`config.mk`:
```
export PLATFORM = sky130hd
export DESIGN_NAME = muldiv_unit_flat
export DESIGN_NICKNAME = d
export VERILOG_FILES = /design/src/rtl/muldiv_unit_if.sv /design/src/rtl/muldiv_unit.sv /design/src/flat_wrapper.sv
export SDC_FILE = /design/constraint.sdc
export NUM_CORES = 1
export LEC_CHECK = 0
export CORE_ASPECT_RATIO = 0.75
export CORE_MARGIN = 4
export CORE_UTILIZATION = 53
export DETAILED_ROUTE_END_ITERATION = 6
export PLACE_DENSITY = 0.77
export SLEW_MARGIN = 30
export SYNTH_ARGS = -nofsm -noshare
export SYNTH_HDL_FRONTEND = slang
export SYNTH_SLANG_ARGS = --single-unit
```
`constraint.sdc`:
```
create_clock -name clk -period 16.15 [get_ports clk]
set_input_delay 2.4225 -clock clk [delete_from_list [all_inputs] [get_ports clk]]
set_output_delay 2.4225 -clock clk [all_outputs]
set_load 0.03 [all_outputs]
```
`src/rtl/muldiv_unit_if.sv`:
```
// Handshake/result bundle between issue/regfile logic and the RV32M multiply/divide unit.
interface muldiv_unit_if #(
  parameter int XLEN = 32
);
  logic            start;
  logic [2:0]      op;
  logic [XLEN-1:0] operand_a;
  logic [XLEN-1:0] operand_b;
  logic [4:0]      dest_addr;
  logic            busy;
  logic            result_valid;
  logic [XLEN-1:0] result;
  logic [4:0]      result_addr;
  logic            result_we;

  modport master (
    output start, op, operand_a, operand_b, dest_addr,
    input  busy, result_valid, result, result_addr, result_we
  );

  modport slave (
    input  start, op, operand_a, operand_b, dest_addr,
    output busy, result_valid, result, result_addr, result_we
  );
endinterface

```
`src/rtl/muldiv_unit.sv`:
```
// Iterative RV32M multiply/divide: radix-2 shift-add multiply and restoring divide on magnitudes,
// XLEN CALC cycles per op, divide-by-zero and signed overflow finish through a one-cycle path.
module muldiv_unit #(
  parameter int XLEN = 32
) (
  input logic          clk,
  input logic          rst_n,
  muldiv_unit_if.slave bus
);
  localparam int CW = $clog2(XLEN) + 1;

  localparam logic [1:0] S_IDLE = 2'd0;
  localparam logic [1:0] S_CALC = 2'd1;
  localparam logic [1:0] S_DONE = 2'd2;

  logic [1:0]      state;
  logic [CW-1:0]   cnt;
  logic [2:0]      op_q;
  logic [4:0]      addr_q;
  logic            neg_q;
  logic            neg_r;
  logic [XLEN-1:0] mag;
  logic [XLEN-1:0] hi;
  logic [XLEN-1:0] lo;
  logic [XLEN-1:0] res_q;
  logic [4:0]      res_addr_q;

  // Operand decode for the request being offered in IDLE
  logic            a_signed, b_signed, a_neg, b_neg;
  logic [XLEN-1:0] abs_a, abs_b;
  logic            div_zero, div_ovf;
  logic [XLEN-1:0] special_res;

  always_comb begin
    a_signed    = bus.op[2] ? !bus.op[0] : (bus.op != 3'b011);
    b_signed    = bus.op[2] ? !bus.op[0] : !bus.op[1];
    a_neg       = a_signed & bus.operand_a[XLEN-1];
    b_neg       = b_signed & bus.operand_b[XLEN-1];
    abs_a       = a_neg ? (~bus.operand_a + 1'b1) : bus.operand_a;
    abs_b       = b_neg ? (~bus.operand_b + 1'b1) : bus.operand_b;
    div_zero    = bus.op[2] & (bus.operand_b == '0);
    div_ovf     = bus.op[2] & !bus.op[0]
                & (bus.operand_a == {1'b1, {(XLEN-1){1'b0}}})
                & (bus.operand_b == {XLEN{1'b1}});
    special_res = '0;
    if (div_zero)
      special_res = bus.op[1] ? bus.operand_a : {XLEN{1'b1}};
    else
      special_res = bus.op[1] ? '0 : {1'b1, {(XLEN-1){1'b0}}};
  end

  // One iteration: multiply keeps {hi,lo} as partial product / shifting multiplier,
  // divide keeps hi as partial remainder and lo as dividend shifting into quotient.
  logic [XLEN:0]     mul_sum;
  logic [XLEN:0]     div_sh;
  logic [XLEN:0]     div_diff;
  logic              div_ok;
  logic [XLEN-1:0]   nxt_hi, nxt_lo;
  logic [2*XLEN-1:0] prod_s;
  logic [XLEN-1:0]   quo_s, rem_s, final_res;

  always_comb begin
    mul_sum  = {1'b0, hi} + (lo[0] ? {1'b0, mag} : '0);
    div_sh   = {hi, lo[XLEN-1]};
    div_diff = div_sh - {1'b0, mag};
    div_ok   = !div_diff[XLEN];
    if (op_q[2]) begin
      nxt_hi = div_ok ? div_diff[XLEN-1:0] : div_sh[XLEN-1:0];
      nxt_lo = {lo[XLEN-2:0], div_ok};
    end else begin
      nxt_hi = mul_sum[XLEN:1];
      nxt_lo = {mul_sum[0], lo[XLEN-1:1]};
    end
    prod_s = neg_q ? (~{nxt_hi, nxt_lo} + 1'b1) : {nxt_hi, nxt_lo};
    quo_s  = neg_q ? (~nxt_lo + 1'b1) : nxt_lo;
    rem_s  = neg_r ? (~nxt_hi + 1'b1) : nxt_hi;
    case (op_q)
      3'b000:                 final_res = prod_s[XLEN-1:0];
      3'b001, 3'b010, 3'b011: final_res = prod_s[2*XLEN-1:XLEN];
      3'b100, 3'b101:         final_res = quo_s;
      default:                final_res = rem_s;
    endcase
  end

  always_ff @(posedge clk or negedge rst_n) begin
    if (!rst_n) begin
      state      <= S_IDLE;
      cnt        <= '0;
      op_q       <= '0;
      addr_q     <= '0;
      neg_q      <= 1'b0;
      neg_r      <= 1'b0;
      mag        <= '0;
      hi         <= '0;
      lo         <= '0;
      res_q      <= '0;
      res_addr_q <= '0;
    end else begin
      case (state)
        S_IDLE: begin
          if (bus.start) begin
            op_q   <= bus.op;
            addr_q <= bus.dest_addr;
            neg_q  <= a_neg ^ b_neg;
            neg_r  <= a_neg;
            if (div_zero || div_ovf) begin
              res_q      <= special_res;
              res_addr_q <= bus.dest_addr;
              state      <= S_DONE;
            end else begin
              hi    <= '0;
              lo    <= bus.op[2] ? abs_a : abs_b;
              mag   <= bus.op[2] ? abs_b : abs_a;
              cnt   <= CW'(XLEN);
              state <= S_CALC;
            end
          end
        end
        S_CALC: begin
          hi  <= nxt_hi;
          lo  <= nxt_lo;
          cnt <= cnt - 1'b1;
          if (cnt == CW'(1)) begin
            res_q      <= final_res;
            res_addr_q <= addr_q;
            state      <= S_DONE;
          end
        end
        S_DONE:  state <= S_IDLE;
        default: state <= S_IDLE;
      endcase
    end
  end

  assign bus.busy         = (state != S_IDLE);
  assign bus.result_valid = (state == S_DONE);
  assign bus.result       = res_q;
  assign bus.result_addr  = res_addr_q;
  assign bus.result_we    = (state == S_DONE) && (res_addr_q != 5'd0);
endmodule

```
`src/flat_wrapper.sv`:
```
// flat-port wrapper written by rule: the top's interface ports become plain ports
module muldiv_unit_flat 
#(
  parameter int XLEN = 32
)
  (clk, rst_n, bus_start, bus_op, bus_operand_a, bus_operand_b, bus_dest_addr, bus_busy, bus_result_valid, bus_result, bus_result_addr, bus_result_we);
  muldiv_unit_if #(.XLEN(XLEN)) bus_i ();
  input logic clk;
  input logic rst_n;
  input wire logic [$bits(bus_i.start)-1:0] bus_start;
  input wire logic [$bits(bus_i.op)-1:0] bus_op;
  input wire logic [$bits(bus_i.operand_a)-1:0] bus_operand_a;
  input wire logic [$bits(bus_i.operand_b)-1:0] bus_operand_b;
  input wire logic [$bits(bus_i.dest_addr)-1:0] bus_dest_addr;
  output wire logic [$bits(bus_i.busy)-1:0] bus_busy;
  output wire logic [$bits(bus_i.result_valid)-1:0] bus_result_valid;
  output wire logic [$bits(bus_i.result)-1:0] bus_result;
  output wire logic [$bits(bus_i.result_addr)-1:0] bus_result_addr;
  output wire logic [$bits(bus_i.result_we)-1:0] bus_result_we;
  assign bus_i.start = bus_start;
  assign bus_i.op = bus_op;
  assign bus_i.operand_a = bus_operand_a;
  assign bus_i.operand_b = bus_operand_b;
  assign bus_i.dest_addr = bus_dest_addr;
  assign bus_busy = bus_i.busy;
  assign bus_result_valid = bus_i.result_valid;
  assign bus_result = bus_i.result;
  assign bus_result_addr = bus_i.result_addr;
  assign bus_result_we = bus_i.result_we;
  muldiv_unit #(.XLEN(XLEN)) u_core (.clk(clk), .rst_n(rst_n), .bus(bus_i));
endmodule
```
==> flow_summary.toml, run 1 <==
[setup_path]
reg2reg_to = "u_core.bus.result[18]"
crit_fanout = 38
crit_path_end_kind = "flip-flop"
worst_r2r_path_depth = 24
path_class = "in2reg"
startpoint_type = "input port"
rrSetupSlack_ns = 8.77
timing.rr.start = "u_core.lo[31]"
arrival_ns = 7.92
worstPathRequired_ns = 16.54

[floorplan]
ios = 115
coreArea_um2 = 30300
die_h_um = 161
rows = 55
initial_core_util_pct = 54.2
dieWidth_um = 211
dieArea_um2 = 33900

[place]
place.gp.congestion = 1.02
dp.cells = 2576
hpwl_um = 48800
dp_slack_ns = 8.52
placed_cell_area_um2 = 17600
portBuffers = 114

[timing]
worst_pin_slew_ns = 1.05
finalSetupViolations = 0
rsz0062_at_grt = "no"
max_slew_margin_pct = 29.3
timing.hold.ws_ns = 0.506
tns_ns = 0
hold_viol = 0
max_freq_mhz = 133
period_share_pct = 46.6
period_needed_ns = 7.53
maxSlewViolCount = 0
finalWorstSetupSlack_ns = 8.62
skew_ns = 0.0129

[finish]
final_cells = 2606
num-fill-cells = 2772
fin_area_um2 = 18200
nets = 2344
area_growth_pct = 10.9
drive_gt1_share_pct = 6.39
antenna_cells = 0
final_util_pct = 60.1

[yosys]
syn-instance-count = 2182
ys_types = 107
synth_top_family_by_area = "compound AO/OA/AOI/OAI gates"
synth_seq_cells = 151
synth-edff-count = 0
yosysSeqAreaShare_pct = 23.0
synthArstFlopShare_pct = 100
yosys.area.top_type = "dfrtp_1"
synth_simple_gate_area_share_pct = 22.2
yosysMostFrequentCell = "nand2_1"
synth-xor-area-share_pct = 9.91
avgSynthCellArea_um2 = 7.53
synth_ff_type = "dfrtp_1"
synthTopCellsByArea = "dfrtp_1, nand2_1, o21ai_0, xnor2_1, ha_1"
synth_nets = 2330
synth_top_area_share_pct = 23.0
synthAdderAreaFrac_pct = 5.65
yosys_warnings = 0
ys_top_cells_by_count = "nand2_1, o21ai_0, a21oi_1, nor2_1, dfrtp_1"
synth_area_um2 = 16400
synthMuxAreaShare_pct = 4.10
synth_compound_area_share_pct = 29.5

[pwr]
powerDensity_nw_per_um2 = 268
power_mw = 4.89
leakage_nw = 7.40
ir_worst_vdd_v = 0.000141

[global_routing]
globalRoute.totalOverflow = 0
grt_use_total_pct = 36.4
grt_pass1_wl_um = 96800
antenna_found_initial = 0
grt_pass1_vias = 16100
grt_max_degree = 108

[status]
status = "complete, no violations"

[routing]
via_per_inst = 6.87
wl_um = 64400
num_vias = 17900
post-route-drc-count = 0
final_antenna_net_count = 0
firstDrtPassIters = 7
drt_iter0_drc = 2846
wire_per_inst_um = 24.7

[clock_network]
cts_resized = 0
htree_levels = 4
cts_tree = "yes"
cts.sinks = 151
cts_buffers = 17
clock_latency_ns = 0.47
cts_setup_buffers = 0
clockBufferDepth = 2
cts_root_buf = "clkbuf_16"
hold_buffers = 0
path_clk_slew_ns = 0.07

[run]
drv_cap = 0

[min_path]
worstHoldStart = "u_core.mag[5]"
min_path_type = "reg2reg"
hold_end = "u_core.mag[5]"
hold_path_depth = 2
final cells by class:
cell class	count	area, um^2	share of cell area, %
clock buffers	20	467	2.56
clock inverters	10	121	0.666
inverters	80	300	1.65
multi-input cells	1813	11800	64.6
flip-flops and latches	151	3780	20.8
well taps	399	499	2.74
repair buffers	133	1290	7.06
cells by family after synthesis:
logic type,count (synthesis)
and+or+nand+nor,751
DFF,151
xor gates and xnor gates,186
buffers and inverters,218
AOI/OAI and AO/OA,740
adders and majority gates,73
muxes,63
routing by layer:
metal	wire length, um	part of all wire (%)	global-route usage (%)	up-vias
li1	-	-	-	8011
met1	27000	42	52.8	8558
met2	26600	41	51.9	1173
met3	8810	14	11.8	151
met4	2010	3.1	10.2	0
met5	0	0	0	-
layout by cell type (no fill, tap or decap), types with 28 or more instances in the layout:
cell,instances
nand2_1,281
o21ai_0,209
a21oi_1,176
nor2_1,175
dfrtp_1,149
clkdlybuf4s50_1,112
xnor2_1,102
xor2_1,84
inv_1,79
ha_1,71
and2_1,43
nor3_1,42
mux2i_1,39
o221ai_1,39
a31oi_1,35
nand4_1,30
nand3_1,28
report_power, final:
part           switching, mW  leakage, nW  internal (mW)
clock                  0.180        0.277          0.239
combinational           2.40         5.24           1.31
sequential             0.210         1.89          0.550
worst max-delay path by stage:
stage | startpoint | endpoint | slack [ns] | depth (start not counted)
floorplan | bus_operand_b[6] | u_core.bus.result[31] | 10.47 | 14
global placement | bus_operand_b[6] | u_core.bus.result[31] | 8.68 | 16
detailed placement | bus_operand_b[6] | u_core.bus.result[31] | 8.52 | 16
CTS | bus_operand_a[0] | u_core.bus.result[31] | 8.98 | 17
global route | bus_operand_a[1] | u_core.bus.result[31] | 8.45 | 17
finish | bus_operand_a[0] | u_core.bus.result[31] | 8.62 | 17
state kept, by name, indices dropped and copies added (netlist names):
signal,cells
u_core.bus.result,32
u_core.hi,32
u_core.lo,32
u_core.mag,32
u_core.cnt,6
u_core.addr_q,5
u_core.bus.result_addr,5
u_core.op_q,3
u_core.state,2
u_core.neg_q,1
u_core.neg_r,1
worst max-delay path, stage by stage:
cell and delay, ns:
clkdlybuf4s50_1 0.52, inv_1 0.12, ha_1 0.17, nand2_1 0.07, or3_1 0.37, nor4_1 0.55, nand3b_1 0.33, nor3_1 0.69
a31oi_1 0.47, nand2b_1 0.28, a211o_1 0.29, buf_4 0.25, inv_1 0.13, nand2_1 0.48, a221oi_1 0.45, o311ai_1 0.15
o21ai_1 0.14
Note: power is estimated with default switching activity, not from simulation.
==> inputs of run 2 (changes only) <==
==> constraint.sdc (replaced) <==
create_clock -name clk -period 7 [get_ports clk]
set_input_delay 1.05 -clock clk [delete_from_list [all_inputs] [get_ports clk]]
set_output_delay 1.05 -clock clk [all_outputs]
set_load 0.03 [all_outputs]
==> run 2 against run 1 <==
  * The run now ends with design-rule violations left
  * Cell count is 0.54% higher
  * Design area is 0.82% higher
  * Clock-buffer cell count fell by 2
  * Worst setup slack worse by 7.9 ns
  * Global-route usage grew 3.0 points
  * Die area stayed put
  * Non-clock buffer count grew 11
  * Clock skew down 0.0017 ns
  * Highest routed layer is now met5
  * Register-to-register slack worse by 8.1 ns
  * Critical endpoint is now u_core.bus.result[10]
  * Routed wire length increased by 7.9%
  * Sequential cell count stayed put
==> flow_summary.toml, run 2 (synthesis gave the netlist of run 1 again) <==
[status]
status = "finished, violations left"
violations = "design-rule violations"

[clock_network]
cts_buffers = 17
clock_latency_ns = 0.46
clockBufferDepth = 2
hold_buffers = 0
cts_tree = "yes"
cts_root_buf = "clkbuf_16"
cts_setup_buffers = 0
cts_resized = 0
path_clk_slew_ns = 0.07
htree_levels = 4
cts.sinks = 151

[timing]
period_share_pct = 90.1
period_needed_ns = 6.31
maxSlewViolCount = 0
max_freq_mhz = 159
skew_ns = 0.0112
timing.hold.ws_ns = 0.501
max_slew_margin_pct = 30.9
tns_ns = 0
worst_pin_slew_ns = 1.03
hold_viol = 0
finalSetupViolations = 0
rsz0062_at_grt = "no"

[finish]
final_util_pct = 60.6
final_cell_mix = "nand2_1, o21ai_0, a21oi_1"
nets = 2355
final_common_cell = "nand2_1"
fin_area_um2 = 18400
num-fill-cells = 2765
drive_gt1_share_pct = 6.98
area_growth_pct = 11.8

[setup_path]
cpLargestDelayFamily = "compound AO/OA/AOI/OAI gates"
path_class = "reg2reg"
crit_fanout = 8
reg2reg_to = "u_core.bus.result[10]"
startpoint_type = "flip-flop"
timing.rr.start = "u_core.lo[31]"
crit_top_cell = "inv_1"
crit_chain = "inv_1 > ha_1 > inv_1 > fa_1 > a211oi_2 > o211ai_1 > a221o_1 > o2111a_2 > o211ai_4 > nor2_1 > a21o_1 > inv_1 > ha_1 > inv_1 > a211oi_1 > nand4_1 > or3_1 > nand2b_1 > or2_2 > nor3_1 > a31oi_1 > xor2_1 > nand2_1 > a21oi_1"
crit_slowest_cell = "or3_1"
cp_slowest_stage_delay_ns = 0.51
path_buf_inv = 4
worstPathRequired_ns = 7.39
worst_r2r_path_depth = 24
crit_path_end_kind = "flip-flop"
arrival_ns = 6.70
rrSetupSlack_ns = 0.69

[global_routing]
globalRoute.totalOverflow = 0
grt_pass1_wl_um = 103000
antenna_found_initial = 3
grt_pass1_vias = 16200
grt_max_degree = 113
grt_use_total_pct = 39.4

[routing]
drt_iter0_drc = 2601
wire_per_inst_um = 26.5
routed-wl-met3_um = 10300
post-route-drc-count = 2
num_vias = 18200
wl_um = 69500
dr_wl_met2_um = 27100
m1WireLength_um = 30100
top_layer = "met5"
final_antenna_net_count = 0
via_per_inst = 6.96
firstDrtPassIters = 7

[min_path]
hold_path_depth = 1
min_path_type = "reg2reg"
hold_end = "u_core.bus.result[0]"
worstHoldStart = "u_core.bus.result[0]"

[floorplan]
dieArea_um2 = 33900
initial_core_util_pct = 54.2
die_h_um = 161
ios = 115
rows = 55
coreArea_um2 = 30300
dieWidth_um = 211

[place]
placed_cell_area_um2 = 17700
place.gp.congestion = 1.04
portBuffers = 114
hpwl_um = 54000

[run]
drv_cap = 0
run 2: changes by cell type in the layout (fill, tap and decap cells not counted), sizes merged:
cell / previous run / this run
buf: 21 / 32
clkbuf: 20 / 18
clkinv: 3 / 4
clkinvlp: 4 / 1
diode: 0 / 1
inv: 81 / 87
run 2: worst max path at each step:
| stage | from | end | slack [ns] | depth (start not counted) |
|---|---|---|---|---|
| after detailed placement | u_core.lo[31] | u_core.bus.result[18] | 0.92 | 23 |
| final | u_core.lo[31] | u_core.bus.result[10] | 0.69 | 24 |
| after global placement | u_core.lo[31] | u_core.bus.result[10] | 0.94 | 24 |
| after global routing | u_core.lo[31] | u_core.bus.result[30] | 0.39 | 24 |
| after CTS | u_core.lo[31] | u_core.bus.result[10] | 0.88 | 24 |
| after floorplan | u_core.lo[31] | u_core.bus.result[18] | 1.59 | 24 |
run 2: cell type report:
class,instances,area [um^2],area share (%)
Antenna cell,1,2.50,0.0136
Clock buffer,18,439,2.39
Clock inverter,14,160,0.871
Inverter,80,300,1.63
Multi-Input combinational cell,1813,11800,64.1
Sequential cell,151,3780,20.6
Tap cell,399,499,2.72
Timing Repair Buffer,144,1410,7.69
run 2: per-layer routing:
metal	vias up	GRT usage (%)
li1	8066	-
met1	8753	60.1
met2	1257	52.6
met3	146	13.9
met4	2	9.77
met5	-	0
run 2: through the flow:
stage          worst slack (ns)  instances
2_1_floorplan              1.59       2182
3_3_place_gp              0.938       2586
3_5_place_dp              0.917       2586
4_1_cts                   0.876       2618
5_1_grt                   0.386       2619
6_report                  0.692       2620
Power of run 2 is not shown: default switching activity piles up to over one toggle a cycle in this logic, so the estimate is an artifact.
==> RTL change 1: new RTL, settings of run 1 <==
Make the reset (`rst_n`) synchronous in one clocked block.
--- a/src/rtl/muldiv_unit.sv
+++ b/src/rtl/muldiv_unit.sv
@@ -82,7 +82,7 @@
     endcase
   end
 
-  always_ff @(posedge clk or negedge rst_n) begin
+  always_ff @(posedge clk) begin
     if (!rst_n) begin
       state      <= S_IDLE;
       cnt        <= '0;
Function: differs if rst_n is asserted again (counterexample within 4 cycles, from zero or initial values and one cycle with rst_n low); with rst_n held inactive, the same outputs for 4 cycles.
==> RTL change 1 against run 1 <==
The flow now finishes with violations (DRC). Global-route usage up 1.5 points. Area after synthesis down 1.5%. Setup slack better by 0.65 ns. Die area down 1.5%. Design area down 1.1%. Final cell count up 6.0%. Routed wire length up 3.1%. Largest cell class unchanged. Critical endpoint is now u_core.bus.result[13]$_SDFFE_PN0P_. Clock skew down 0.0014 ns. Sequential cell count unchanged. First-iteration DRC count up 2.0%.
Power is left out: it rests on default switching activity, and per cell area and clock period it moved more than threefold.
==> RTL change 1: results (changes against run 1) <==
The flow ran to the end, but the final reports show violations. The routed length on met2 was 27.0 mm (+1.7%); the synthesized area per cell was 6.92 sq um (-8.2%). For the clock tree skew after final layout, the log shows 0.0115 ns (-0.00137 ns). The fraction of final layout cells with drive strength greater than 1 was 5.97% (-0.42 points). For the violation count after the first detailed-route iteration, the log shows 2903 (+2.0%). The via density per instance came out at 6.88 (+0.26%). The number of antenna violations at the first check in global routing is 1 (+1).

The total placed instance area was 17500 sq um (-0.90%). The global routing met2 resource utilization was 53.4% (+1.5 points); the actual transition at the worst max-transition pin was 1.01 ns (-0.0374 ns). The number of nets at the end of the flow is 2498 (+6.6%). The total global-route track usage was 37.9% (+1.5 points). The largest incremental delay on the critical path is 0.64 ns (-0.05 ns), and the wire length of the first global-routing pass is 101 mm (+3.9%).

The slowest stage of the critical path is the sky130_fd_sc_hd__or4_1 cell. The final reports fail on DRC. The run gives 2853 (+2.9%) as the filler cell count in the final layout.

The sequential-to-total area share from yosys stat is 18.7% (-4.3 points), and the total detailed-routing wirelength is 66.4 mm (+3.1%). The residual DRC count was 10 (+10); the total routed wire length on the met1 layer was 28.5 mm (+5.4%). The commonest cells after synthesis are 250 x sky130_fd_sc_hd__nand2_1, 243 x sky130_fd_sc_hd__nor2_1, 203 x sky130_fd_sc_hd__a21oi_1.

After synthesis, the cell types taking the most area are sky130_fd_sc_hd__dfxtp_1 19%, sky130_fd_sc_hd__a21oi_1 6.3%, sky130_fd_sc_hd__o21ai_0 5.9%. The met1 usage in global routing was 56.4% (+3.6 points); the minimum setup slack after placement was 8.94 ns (+0.424 ns). The maximum number of pins on one net before global-route repair was 72 (-33%); the HPWL reported at the end of detailed placement was 50.7 mm (+3.9%).
## RTL change 1: cell count changes in the layout (fill, tap and decap cells not counted), moves of 27 or more
cell,change
sky130_fd_sc_hd__a21oi_1,+27
sky130_fd_sc_hd__a22oi_1,+28
sky130_fd_sc_hd__dfrtp_1,-149
sky130_fd_sc_hd__dfxtp_1,+149
sky130_fd_sc_hd__nand2_1,-31
sky130_fd_sc_hd__nor2_1,+67
sky130_fd_sc_hd__nor3_1,+28
sky130_fd_sc_hd__o211ai_1,+31
sky130_fd_sc_hd__o221ai_1,-31
## RTL change 1: cells by family (layout without fill, tap and decap cells)
group,after synthesis,count (layout),synth area share (%)
and+or+nand+nor,854,854,25.1
AOI/OAI and AO/OA,810,810,32.3
buffers and inverters,233,256,5.85
xor gates and xnor gates,167,167,9.04
DFF,151,151,18.7
adders and majority gates,73,73,5.74
muxes,52,52,3.35
other,0,1,0
## RTL change 1: layout make-up
cell class / count / area share [%]
timing repair buffer: 150 / 7.91
sequential: 151 / 16.8
clock buffer: 20 / 2.53
antenna: 1 / 0.0139
clock inverter: 12 / 0.534
multi-input combinational: 1956 / 67.9
inverter: 74 / 1.55
tap: 399 / 2.77
## RTL change 1: worst paths after layout
kind	depth (start not counted)	slack, ns	startpoint	end
worst min register to register	2	0.46	u_core.addr_q[3]$_SDFFE_PN0P_	u_core.addr_q[3]$_SDFFE_PN0P_
worst min-delay path	2	0.46	u_core.addr_q[3]$_SDFFE_PN0P_	u_core.addr_q[3]$_SDFFE_PN0P_
worst max register to register	24	9.41	u_core.lo[31]$_SDFFE_PN0P_	u_core.bus.result[6]$_SDFFE_PN0P_
worst max-delay path	16	9.27	bus_operand_a[0]	u_core.bus.result[13]$_SDFFE_PN0P_
==> RTL change 2: new RTL, settings of run 1 <==
Made on the original files. `XLEN` is set to 32 in 3 places; all go to 16.
--- a/src/rtl/muldiv_unit_if.sv
+++ b/src/rtl/muldiv_unit_if.sv
@@ -1,6 +1,6 @@
 // Handshake/result bundle between issue/regfile logic and the RV32M multiply/divide unit.
 interface muldiv_unit_if #(
-  parameter int XLEN = 32
+  parameter int XLEN = 16
 );
   logic            start;
   logic [2:0]      op;
--- a/src/rtl/muldiv_unit.sv
+++ b/src/rtl/muldiv_unit.sv
@@ -1,7 +1,7 @@
 // Iterative RV32M multiply/divide: radix-2 shift-add multiply and restoring divide on magnitudes,
 // XLEN CALC cycles per op, divide-by-zero and signed overflow finish through a one-cycle path.
 module muldiv_unit #(
-  parameter int XLEN = 32
+  parameter int XLEN = 16
 ) (
   input logic          clk,
   input logic          rst_n,
--- a/src/flat_wrapper.sv
+++ b/src/flat_wrapper.sv
@@ -1,7 +1,7 @@
 // flat-port wrapper written by rule: the top's interface ports become plain ports
 module muldiv_unit_flat 
 #(
-  parameter int XLEN = 32
+  parameter int XLEN = 16
 )
   (clk, rst_n, bus_start, bus_op, bus_operand_a, bus_operand_b, bus_dest_addr, bus_busy, bus_result_valid, bus_result, bus_result_addr, bus_result_we);
   muldiv_unit_if #(.XLEN(XLEN)) bus_i ();
Interface: changed (resized bus_operand_a, bus_operand_b and bus_result); port bits go from 115 to 67. The function was not compared with the original's and may differ.
==> RTL change 2 against run 1 <==
Utilization increased by 1.2 points. Fmax rose by 27%. Setup slack improved by 1.6 ns. Count of clock-buffer cells in the layout down 8. Sequential cell count shrank 65. Synthesized cell count decreased by 50%. Sequential share of layout area increased by 2.2 points. Routed wire length shrank 59%. Area after synthesis shrank 49%. Design area is 49% lower. Critical endpoint is now u_core.bus.result[11]$_DFFE_PN0P_.
Power is left out: the tool's default activity adds up to more than one toggle a clock period on the data nets, which glitch-free logic cannot reach.
==> RTL change 2: results (changes against run 1) <==
Number of placed instances, taps included: 1305 (-49%). Maximum fanout along the worst path: 45 (+18%). The count of different cell masters after synthesis was 79 (-26%). After synthesis, the most frequently instantiated cells are 155 x sky130_fd_sc_hd__nand2_1, 109 x sky130_fd_sc_hd__o21ai_0, 93 x sky130_fd_sc_hd__nor2_1. The data arrival time of the critical path is 6.23 ns (-1.69 ns), and the number of global-route vias before repair is 7435 (-54%).

The port buffer count came out at 66 (-42%). The first-pass iteration count of the detailed router came out at 7 (unchanged). The adder-cell share of the synthesized area was 6.36% (+0.71 points); the violation count after the first detailed-route iteration was 853 (-70%).

Minimum setup slack after placement: 9.94 ns (+1.42 ns). The flow ran to the end, and the final reports show no timing, DRC or antenna violations. The tools report the final standard cell count with taps included and fillers excluded as 1321 (-49%). The filler cell count in the final layout was 1388 (-50%).

The routed length on met2 was 10.7 mm (-60%); the parity-gate share of the synthesized area counting xor and xnor cells was 9.81% (-0.11 points). The share of the synthesized area in compound gates (AO/OA/AOI/OAI) works out to 27.4% (-2.2 points). The level count of the clock H-tree was 3 (-1); the routed wirelength normalized by instance count was 19.8 um (-20%). The maximum number of pins on one net before global-route repair came out at 59 (-45%).

The total placed instance area came out at 9060 sq um (-49%). Via density per instance: 6.22 (-9.4%). The net count after synthesis is 1165 (-50%).

The endpoint of the most critical setup path was u_core.bus.result[11]$_DFFE_PN0P_. For the global routing met2 resource utilization, the log shows 41.3% (-11 points). The run gives 0.480 ns (-0.0263 ns) as the smallest hold slack. The logs give 0.36 ns (-0.11 ns) for the source-to-sink clock delay at the later pin of the worst-skew pair and 29.3% (-7.1 points) for the total global-route track usage.

The share of cell area taken by muxes after synthesis was 3.55% (-0.55 points); the met3 usage was 9.15% (-2.6 points). The number of diodes is 0 (unchanged). Share of the clock period used by the worst path after layout: 36.8% (-9.8 points).

The fraction of final layout cells with drive strength greater than 1 was 5.38% (-1.0 points); the HPWL reported at the end of detailed placement was 20.2 mm (-59%). The routed length on met3 was 2.82 mm (-68%). The startpoint identified for the worst hold timing path is u_core.addr_q[2]$_DFFE_PN0P_. The slowest stage of the critical path belongs to the cell sky130_fd_sc_hd__clkdlybuf4s50_1. The total routed wire length on the met1 layer came out at 12.2 mm (-55%). The reg2reg setup slack is 11.21 ns (+2.44 ns). The run gives 0 (unchanged) as the number of instances resized during post-cts repair. The clock tree skew after final layout was 0.00422 ns (-0.00866 ns); the number of cells traversed by the worst register-to-register path was 19 (-21%). For the finished layout cell area, the log shows 9360 sq um (-49%).

The tools report the post-synthesis cell count as 1081 (-50%). The tools report the met1 usage in global routing as 43.6% (-9.2 points). The tools report the placer congestion estimate as 0.949 (-6.9%). The worst register-to-register path begins at u_core.lo[15]$_DFFE_PN0P_. The logs give 40.7% (+11 points) for the remaining max-slew budget at the tightest pin and 9 (-8) for the clock buffer count from CTS. The sequential-to-total area share from yosys stat came out at 25.9% (+2.9 points).

Yosys attributes the largest share of cell area to sky130_fd_sc_hd__dfrtp_1 26%, sky130_fd_sc_hd__nand2_1 7.0%, sky130_fd_sc_hd__o21ai_0 6.6%. The largest incremental delay on the critical path is 0.58 ns (-0.11 ns).
[RTL change 2: changes by cell type after synthesis, moves of 27 or more]
cell and change:
sky130_fd_sc_hd__nand2_1 -127, sky130_fd_sc_hd__a21oi_1 -105, sky130_fd_sc_hd__o21ai_0 -101, sky130_fd_sc_hd__nor2_1 -84, sky130_fd_sc_hd__dfrtp_1 -65, sky130_fd_sc_hd__clkbuf_1 -53, sky130_fd_sc_hd__xnor2_1 -51, sky130_fd_sc_hd__xor2_1 -42
sky130_fd_sc_hd__inv_1 -38, sky130_fd_sc_hd__ha_1 -32, sky130_fd_sc_hd__o221ai_1 -27
[RTL change 2: area by class of cell]
| cell class | instances | share of cell area [%] |
|---|---|---|
| multi-input combinational | 898 | 61.7 |
| sequential | 86 | 23.0 |
| timing repair buffer | 75 | 7.70 |
| tap | 205 | 2.74 |
| clock buffer | 12 | 2.63 |
| inverter | 41 | 1.64 |
| clock inverter | 4 | 0.588 |
